==> src/rtl/vscale_htif_tohost_poller.sv <==
// rtl/vscale_htif_tohost_poller.sv - HTIF PCR master that polls tohost, clears it and reports completion
module vscale_htif_tohost_poller #(
   parameter int                        CSR_ADDR_WIDTH = 12,
   parameter int                        PCR_WIDTH      = 64,
   parameter logic [CSR_ADDR_WIDTH-1:0] TOHOST_ADDR    = 12'h780,
   parameter int                        POLL_INTERVAL  = 16,
   parameter logic [31:0]               TIMEOUT_CYCLES = 32'd1000000
) (
   input  logic                      clk,
   input  logic                      reset,
   output logic                      htif_pcr_req_valid,
   input  logic                      htif_pcr_req_ready,
   output logic                      htif_pcr_req_rw,
   output logic [CSR_ADDR_WIDTH-1:0] htif_pcr_req_addr,
   output logic [PCR_WIDTH-1:0]      htif_pcr_req_data,
   input  logic                      htif_pcr_resp_valid,
   output logic                      htif_pcr_resp_ready,
   input  logic [PCR_WIDTH-1:0]      htif_pcr_resp_data,
   output logic                      done,
   output logic                      pass,
   output logic [PCR_WIDTH-1:0]      exit_code,
   output logic                      timed_out,
   output logic [31:0]               poll_count
);

   typedef enum logic [2:0] {
      S_WAIT, S_RD_REQ, S_RD_RESP, S_CLR_REQ, S_CLR_RESP, S_DONE, S_TIMEOUT
   } state_t;

   localparam logic [31:0] INTERVAL_RELOAD = 32'(POLL_INTERVAL - 1);
   localparam logic        TIMEOUT_EN      = (TIMEOUT_CYCLES != 32'd0);

   state_t      state;
   logic [31:0] interval_cnt;
   logic [31:0] cycle_cnt;
   logic        req_fire;
   logic        resp_fire;

   assign req_fire  = htif_pcr_req_valid && htif_pcr_req_ready;
   assign resp_fire = htif_pcr_resp_valid && htif_pcr_resp_ready;

   always_ff @(posedge clk) begin
      if (reset) begin
         state               <= S_WAIT;
         interval_cnt        <= INTERVAL_RELOAD;
         cycle_cnt           <= '0;
         htif_pcr_req_valid  <= 1'b0;
         htif_pcr_req_rw     <= 1'b0;
         htif_pcr_req_addr   <= '0;
         htif_pcr_req_data   <= '0;
         htif_pcr_resp_ready <= 1'b0;
         done                <= 1'b0;
         pass                <= 1'b0;
         exit_code           <= '0;
         timed_out           <= 1'b0;
         poll_count          <= '0;
      end else begin
         if (state != S_DONE && state != S_TIMEOUT && cycle_cnt != '1)
            cycle_cnt <= cycle_cnt + 32'd1;

         case (state)
            // Timeout is only taken from WAIT so a started handshake always finishes.
            S_WAIT: begin
               if (TIMEOUT_EN && cycle_cnt >= TIMEOUT_CYCLES) begin
                  state     <= S_TIMEOUT;
                  timed_out <= 1'b1;
               end else if (interval_cnt == 32'd0) begin
                  state              <= S_RD_REQ;
                  htif_pcr_req_valid <= 1'b1;
                  htif_pcr_req_rw    <= 1'b0;
                  htif_pcr_req_addr  <= TOHOST_ADDR;
                  htif_pcr_req_data  <= '0;
               end else begin
                  interval_cnt <= interval_cnt - 32'd1;
               end
            end
            S_RD_REQ: begin
               if (req_fire) begin
                  state               <= S_RD_RESP;
                  htif_pcr_req_valid  <= 1'b0;
                  htif_pcr_resp_ready <= 1'b1;
               end
            end
            S_RD_RESP: begin
               if (resp_fire) begin
                  htif_pcr_resp_ready <= 1'b0;
                  if (poll_count != '1)
                     poll_count <= poll_count + 32'd1;
                  if (htif_pcr_resp_data == '0) begin
                     state        <= S_WAIT;
                     interval_cnt <= INTERVAL_RELOAD;
                  end else begin
                     state              <= S_CLR_REQ;
                     pass               <= (htif_pcr_resp_data == PCR_WIDTH'(1));
                     exit_code          <= htif_pcr_resp_data >> 1;
                     htif_pcr_req_valid <= 1'b1;
                     htif_pcr_req_rw    <= 1'b1;
                     htif_pcr_req_addr  <= TOHOST_ADDR;
                     htif_pcr_req_data  <= '0;
                  end
               end
            end
            S_CLR_REQ: begin
               if (req_fire) begin
                  state               <= S_CLR_RESP;
                  htif_pcr_req_valid  <= 1'b0;
                  htif_pcr_resp_ready <= 1'b1;
               end
            end
            S_CLR_RESP: begin
               if (resp_fire) begin
                  state               <= S_DONE;
                  htif_pcr_resp_ready <= 1'b0;
                  done                <= 1'b1;
               end
            end
            S_DONE, S_TIMEOUT: begin
               htif_pcr_req_valid  <= 1'b0;
               htif_pcr_resp_ready <= 1'b0;
            end
            default: begin
               state               <= S_WAIT;
               interval_cnt        <= INTERVAL_RELOAD;
               htif_pcr_req_valid  <= 1'b0;
               htif_pcr_resp_ready <= 1'b0;
            end
         endcase
      end
   end

endmodule

==> config.mk <==
export PLATFORM = sky130hd
export DESIGN_NAME = vscale_htif_tohost_poller
export DESIGN_NICKNAME = d
export VERILOG_FILES = /design/src/rtl/vscale_htif_tohost_poller.sv
export SDC_FILE = /design/constraint.sdc
export NUM_CORES = 1
export LEC_CHECK = 0
export ABC_AREA = 1
export BUFFER_PORTS_ARGS = -buffer_cell sky130_fd_sc_hd__clkbuf_2
export CAP_MARGIN = 40
export CORE_ASPECT_RATIO = 0.9
export CORE_MARGIN = 2
export CORE_UTILIZATION = 54
export DETAILED_ROUTE_END_ITERATION = 10
export GPL_ROUTABILITY_DRIVEN = 0
export PLACE_DENSITY = 0.81
export SLEW_MARGIN = 20
export SYNTH_ARGS = -nofsm -noshare
export SYNTH_HDL_FRONTEND = slang
export SYNTH_SLANG_ARGS = --single-unit
==> constraint.sdc <==
create_clock -name clk -period 2.4 [get_ports clk]
set_clock_uncertainty 0.05 [all_clocks]
set_input_delay 0.24 -clock clk [delete_from_list [all_inputs] [get_ports clk]]
set_output_delay 0.24 -clock clk [all_outputs]
set_load 0.01 [all_outputs]
# Yosys cells after proc, flatten, opt, wreduce, memory -nomap -nowiden
# Cells that the tools add are included.
# op_classes
shift,0
order_cmp,1
reduce_logical,21
div,0
addsub,3
mux,35
eq_ne,23
n_mul,0
bitwise_logic,5
# op_table
op,count
2-to-1 mux 64 bit,4
2-to-1 mux 32 bit,4
one-hot mux 64 bit (2 select lines),1
one-hot mux 32 bit (3 select lines),1
adder 32 x 1 -> 32 bit (second input constant),2
== test 64 x 1 -> 1 bit (second input constant),1
logical NOT 64 bit,1
!= test 32 bit (second input constant),2
2-to-1 mux 12 bit,4
>= comparator 32 x 20 -> 1 bit (second input constant),1
logical NOT 32 bit,1
subtractor 32 x 1 -> 32 bit (second input constant),1
one-hot mux 12 bit (2 select lines),1
2-to-1 mux 3 bit,6
!= test 2 bit (second input constant),9
one-hot mux 3 bit (6 select lines),1
AND reduction 6 bit,2
AND reduction 5 bit,2
== test 3 bit (second input constant),3
2-to-1 mux 1 bit,9
!= test 3 bit (second input constant),3
AND reduction 3 bit,3
== test 3 x 2 -> 1 bit (second input constant),2
OR reduction 2 bit,3
other kinds (12),21
# totals
regBits,244
ram_bits,0
in_bits,68
latch_bits,0
memories,0
romBits,0

# Depth between registers and ports, before layout
# logic_depth
word_depth,4
mapped_depth,15
mapped_depth_nobuf,14

# Worst setup path before layout
# No wires, ideal clock.
# synth_timing
path_kind,reg-to-reg
start,register poll_count[0]
end,register poll_count[16]
t_arrival_ns,1.706
setup_slack_ns,0.531
setup_time_ns,0.113
period_less_slack_ns,1.869
path_stages_with_launch,14
n_path_buf,1
cell_sequence,dfxtp_1 ha_1 inv_1 nor2_2 nand4_1 nor2_2 nand2_1 nand2_2 inv_2 buf_6 nand2_1 nand2_1 nand2_1 nor2_1
# synth_between
elab_chain_len,2
# synth_lines
element,line,rtl
"start, declared",23,output logic [31:0] poll_count
"start signal, assigned",88,poll_count <= poll_count + 32'd1;
branches (longest 2 deep; another with adder 32 x 1 -> 32 bit),-,
# Several ways; the timed one is not identified.
# A chain may end at the register's enable or synchronous reset.

# Worst setup path after layout
# layout_timing
start,register cycle_cnt[0]
end,register cycle_cnt[16]
# layout_between
elab_chain_len,2
# layout_lines
element,line,rtl
"start, declared",35,logic [31:0] cycle_cnt;
"start signal, assigned",59,cycle_cnt <= cycle_cnt + 32'd1;
branches (longest 2 deep; another with adder 32 x 1 -> 32 bit),-,
# Several ways; the timed one is not identified.

==> results.cfg <==
[run_status]
run_status = finished clean

[routing]
routed_via_density = 5.15
dr.pass1.iters = 9
drt_iter0_drc = 898
vias = 9940
drc_errors = 0
wl_per_cell_um = 13.2
routed_wl_um = 25600
drtAntennaViolNets = 0

[floorplan]
die-area_sq_um = 19300
core_area_sq_um = 17700
fp.dieH_um = 132
die_x_um = 146
ioPinCount = 246
initial_core_util_pct = 55.4
rows = 46

[timing]
period_needed_ns = 2.14
fin_ws_ns = 0.263
fin_crit_sh_pct = 89.1
final_hold_viol_count = 0
max_freq_mhz = 468
drv_slew = 0
setup_viol = 0
relSlewSlack_pct = 55.7
rsz0062_at_grt = false
finalSetupTns_ns = 0
worstMarginPinSlew_ns = 0.663

[final_layout]
drive_gt1_share_pct = 14.9
nets = 1749
synthToLayoutAreaGrowth_pct = 13.1
final_cell_mix = 402 x nand2_1, 234 x nor2_1, 171 x clkbuf_2
multiInputGateArea_sq_um = 5300
mostFrequentLayoutCell = nand2_1
final-seq-area_sq_um = 3380
fillerInstances = 1663
n_antenna_cell = 0

[worst_setup_path]
crit_chain = ha_1, nand4_1, nor2_1, nand2_1, nand2_1, inv_1, nand2_1, nor3_1, nor2_1
start_kind = flop
crit_top_cell = nand2_1
cp_max_fo = 23
slowest_delay_ns = 0.49
worstPathArrival_ns = 2.41
cp-end-kind = flop
cp_slowest_cell = inv_1
required_ns = 2.67
critical_path.top_delay_family = simple AND/OR/NAND/NOR gates
worst-path-buf-inv = 1
path_class = flop to flop

[logic_synthesis]
ys_seq_area_share_pct = 34.5
synth_compound_area_share_pct = 9.42
post_synth_fa_ha_maj_area_fraction_pct = 0.637
synth_edf_count = 0
synthSimpleGateAreaFrac_pct = 36.1
ys_seq_elements = 169
yosysWarnings = 0
syn-cell-area_sq_um = 9810
synth_top_family_by_area = simple AND/OR/NAND/NOR gates
synth_area_per_cell_sq_um = 6.41
yosysUniqueCellTypes = 34
synth_xor_area_share_pct = 4.91
ys.flop_type = dfxtp_1
synthMuxAreaShare_pct = 0
synthArstFlopShare_pct = 0
netlist_instances = 1531

[worst_hold_path]
hold_path_class = input pin to flop

[grt]
gr-total-overflow = 0
antenna_found_initial = 0
grtUsageTotal_pct = 26.0
grt_max_degree = 127
grt_pass1_vias = 9018
grt_pass1_wl_um = 42300

[clock_network]
cts_resized = 0
root_buffer = clkbuf_16
clk_pin_slew_ns = 0.07
cts.sinks = 169
htreeDepth = 4
post-cts-setup-buffers = 0
clkLatencyLatePin_ns = 0.44
clock_path_buffers = 2
hold_buffers = 0
cts_tree = done
cts_buffers = 17

[power_and_ir_drop]
powerDensity_nw_per_um2 = 775
ir_drop_uv = 603
p_leak_uw = 0.00494

[placement]
pre_cts_slack_ns = 0.352
io_buffers = 172
dp_hpwl_um = 18600

[flow_run]
maxCapViolations = 0
==> tightest hold or removal path, cell delays in order <==
cell and delay [ns]:
clkbuf_2 0.09, nand3_1 0.07, a21oi_1 0.06
==> final cells by class <==
cell class / instances / share of cell area [%]
clock buffer: 17 / 3.83
clock inverter: 15 / 1.34
inverter: 136 / 4.60
multi-input combinational: 1163 / 47.8
sequential: 169 / 30.5
tap: 240 / 2.71
timing repair buffer: 189 / 9.27
==> routing by layer <==
layer / part of all wire, % / track usage [%] / vias up
met2: 48 / 44.9 / 405
li1: - / - / 5002
met5: 0 / 0 / -
met3: 7.5 / 5.54 / 44
met1: 42 / 32.9 / 4489
met4: 1.7 / 7.44 / 0
==> flip-flops by register name (all words and copies together), names as in the netlist, 3 cells and up <==
name	flops
cycle_cnt	32
poll_count	32
interval_cnt	32
state	3
exit_code	63
==> Yosys cell counts (5+ instances only) <==
cell / instances / share of area [%]
xor2_1: 46 / 4.1
ha_1: 5 / 0.64
nand2_2: 7 / 0.45
nor2_1: 235 / 9.0
dfxtp_1: 169 / 34
nor3b_1: 6 / 0.46
nand3_1: 117 / 6.0
nand2_1: 404 / 15
o21ai_1: 14 / 0.71
a21oi_1: 131 / 6.7
buf_2: 24 / 1.2
inv_1: 132 / 5.0
xnor2_1: 9 / 0.80
nor2_2: 9 / 0.57
o21ai_0: 28 / 1.4
buf_4: 82 / 6.3
clkbuf_1: 19 / 0.73
nor3_1: 45 / 2.3
nand4_1: 18 / 1.1
buf_6: 8 / 0.92
==> power by group <==
group	internal [uW]	switching, uW	total (uW)
clock network	1470	1270	2730
logic	853	1770	2620
registers	3020	218	3240
==> cells by family after synthesis <==
group | Yosys count
adders and majority gates | 5
other | 1
AOI/OAI and AO/OA | 181
xor gates and xnor gates | 55
buffers and inverters | 271
DFF | 169
and+or+nand+nor | 849
==> per-stage QoR <==
| step | util (%) | power (uW) | instances | hold slack, ns | cell area [sq um] |
|---|---|---|---|---|---|
| 2_1_floorplan | - | 5410 | 1603 | 0.355 | 10100 |
| 3_3_place_gp | 59.4 | 5820 | 1897 | 0.388 | 10500 |
| 5_1_grt | 62.6 | 9140 | 1929 | 0.0154 | 11100 |
| 4_1_cts | 62.6 | 8600 | 1929 | 0.00928 | 11100 |
| 3_5_place_dp | 59.4 | 5880 | 1897 | 0.394 | 10500 |
| 6_report | 62.6 | 8600 | 1929 | 0.0143 | 11100 |
==> worst paths after layout <==
kind                                           startpoint  cells after the start  slack [ns]                          to
worst max-delay path            cycle_cnt[0]$_SDFFE_PP0P_                      9        0.26  cycle_cnt[16]$_SDFFE_PP0P_
worst min-delay path               htif_pcr_resp_data[16]                      3        0.01  exit_code[15]$_SDFFE_PP0P_
worst max register to register  cycle_cnt[0]$_SDFFE_PP0P_                      9        0.26  cycle_cnt[16]$_SDFFE_PP0P_
worst min register to register     timed_out$_SDFFE_PP0P_                      2        0.41      timed_out$_SDFFE_PP0P_
Power figures use the tool's default switching activity.
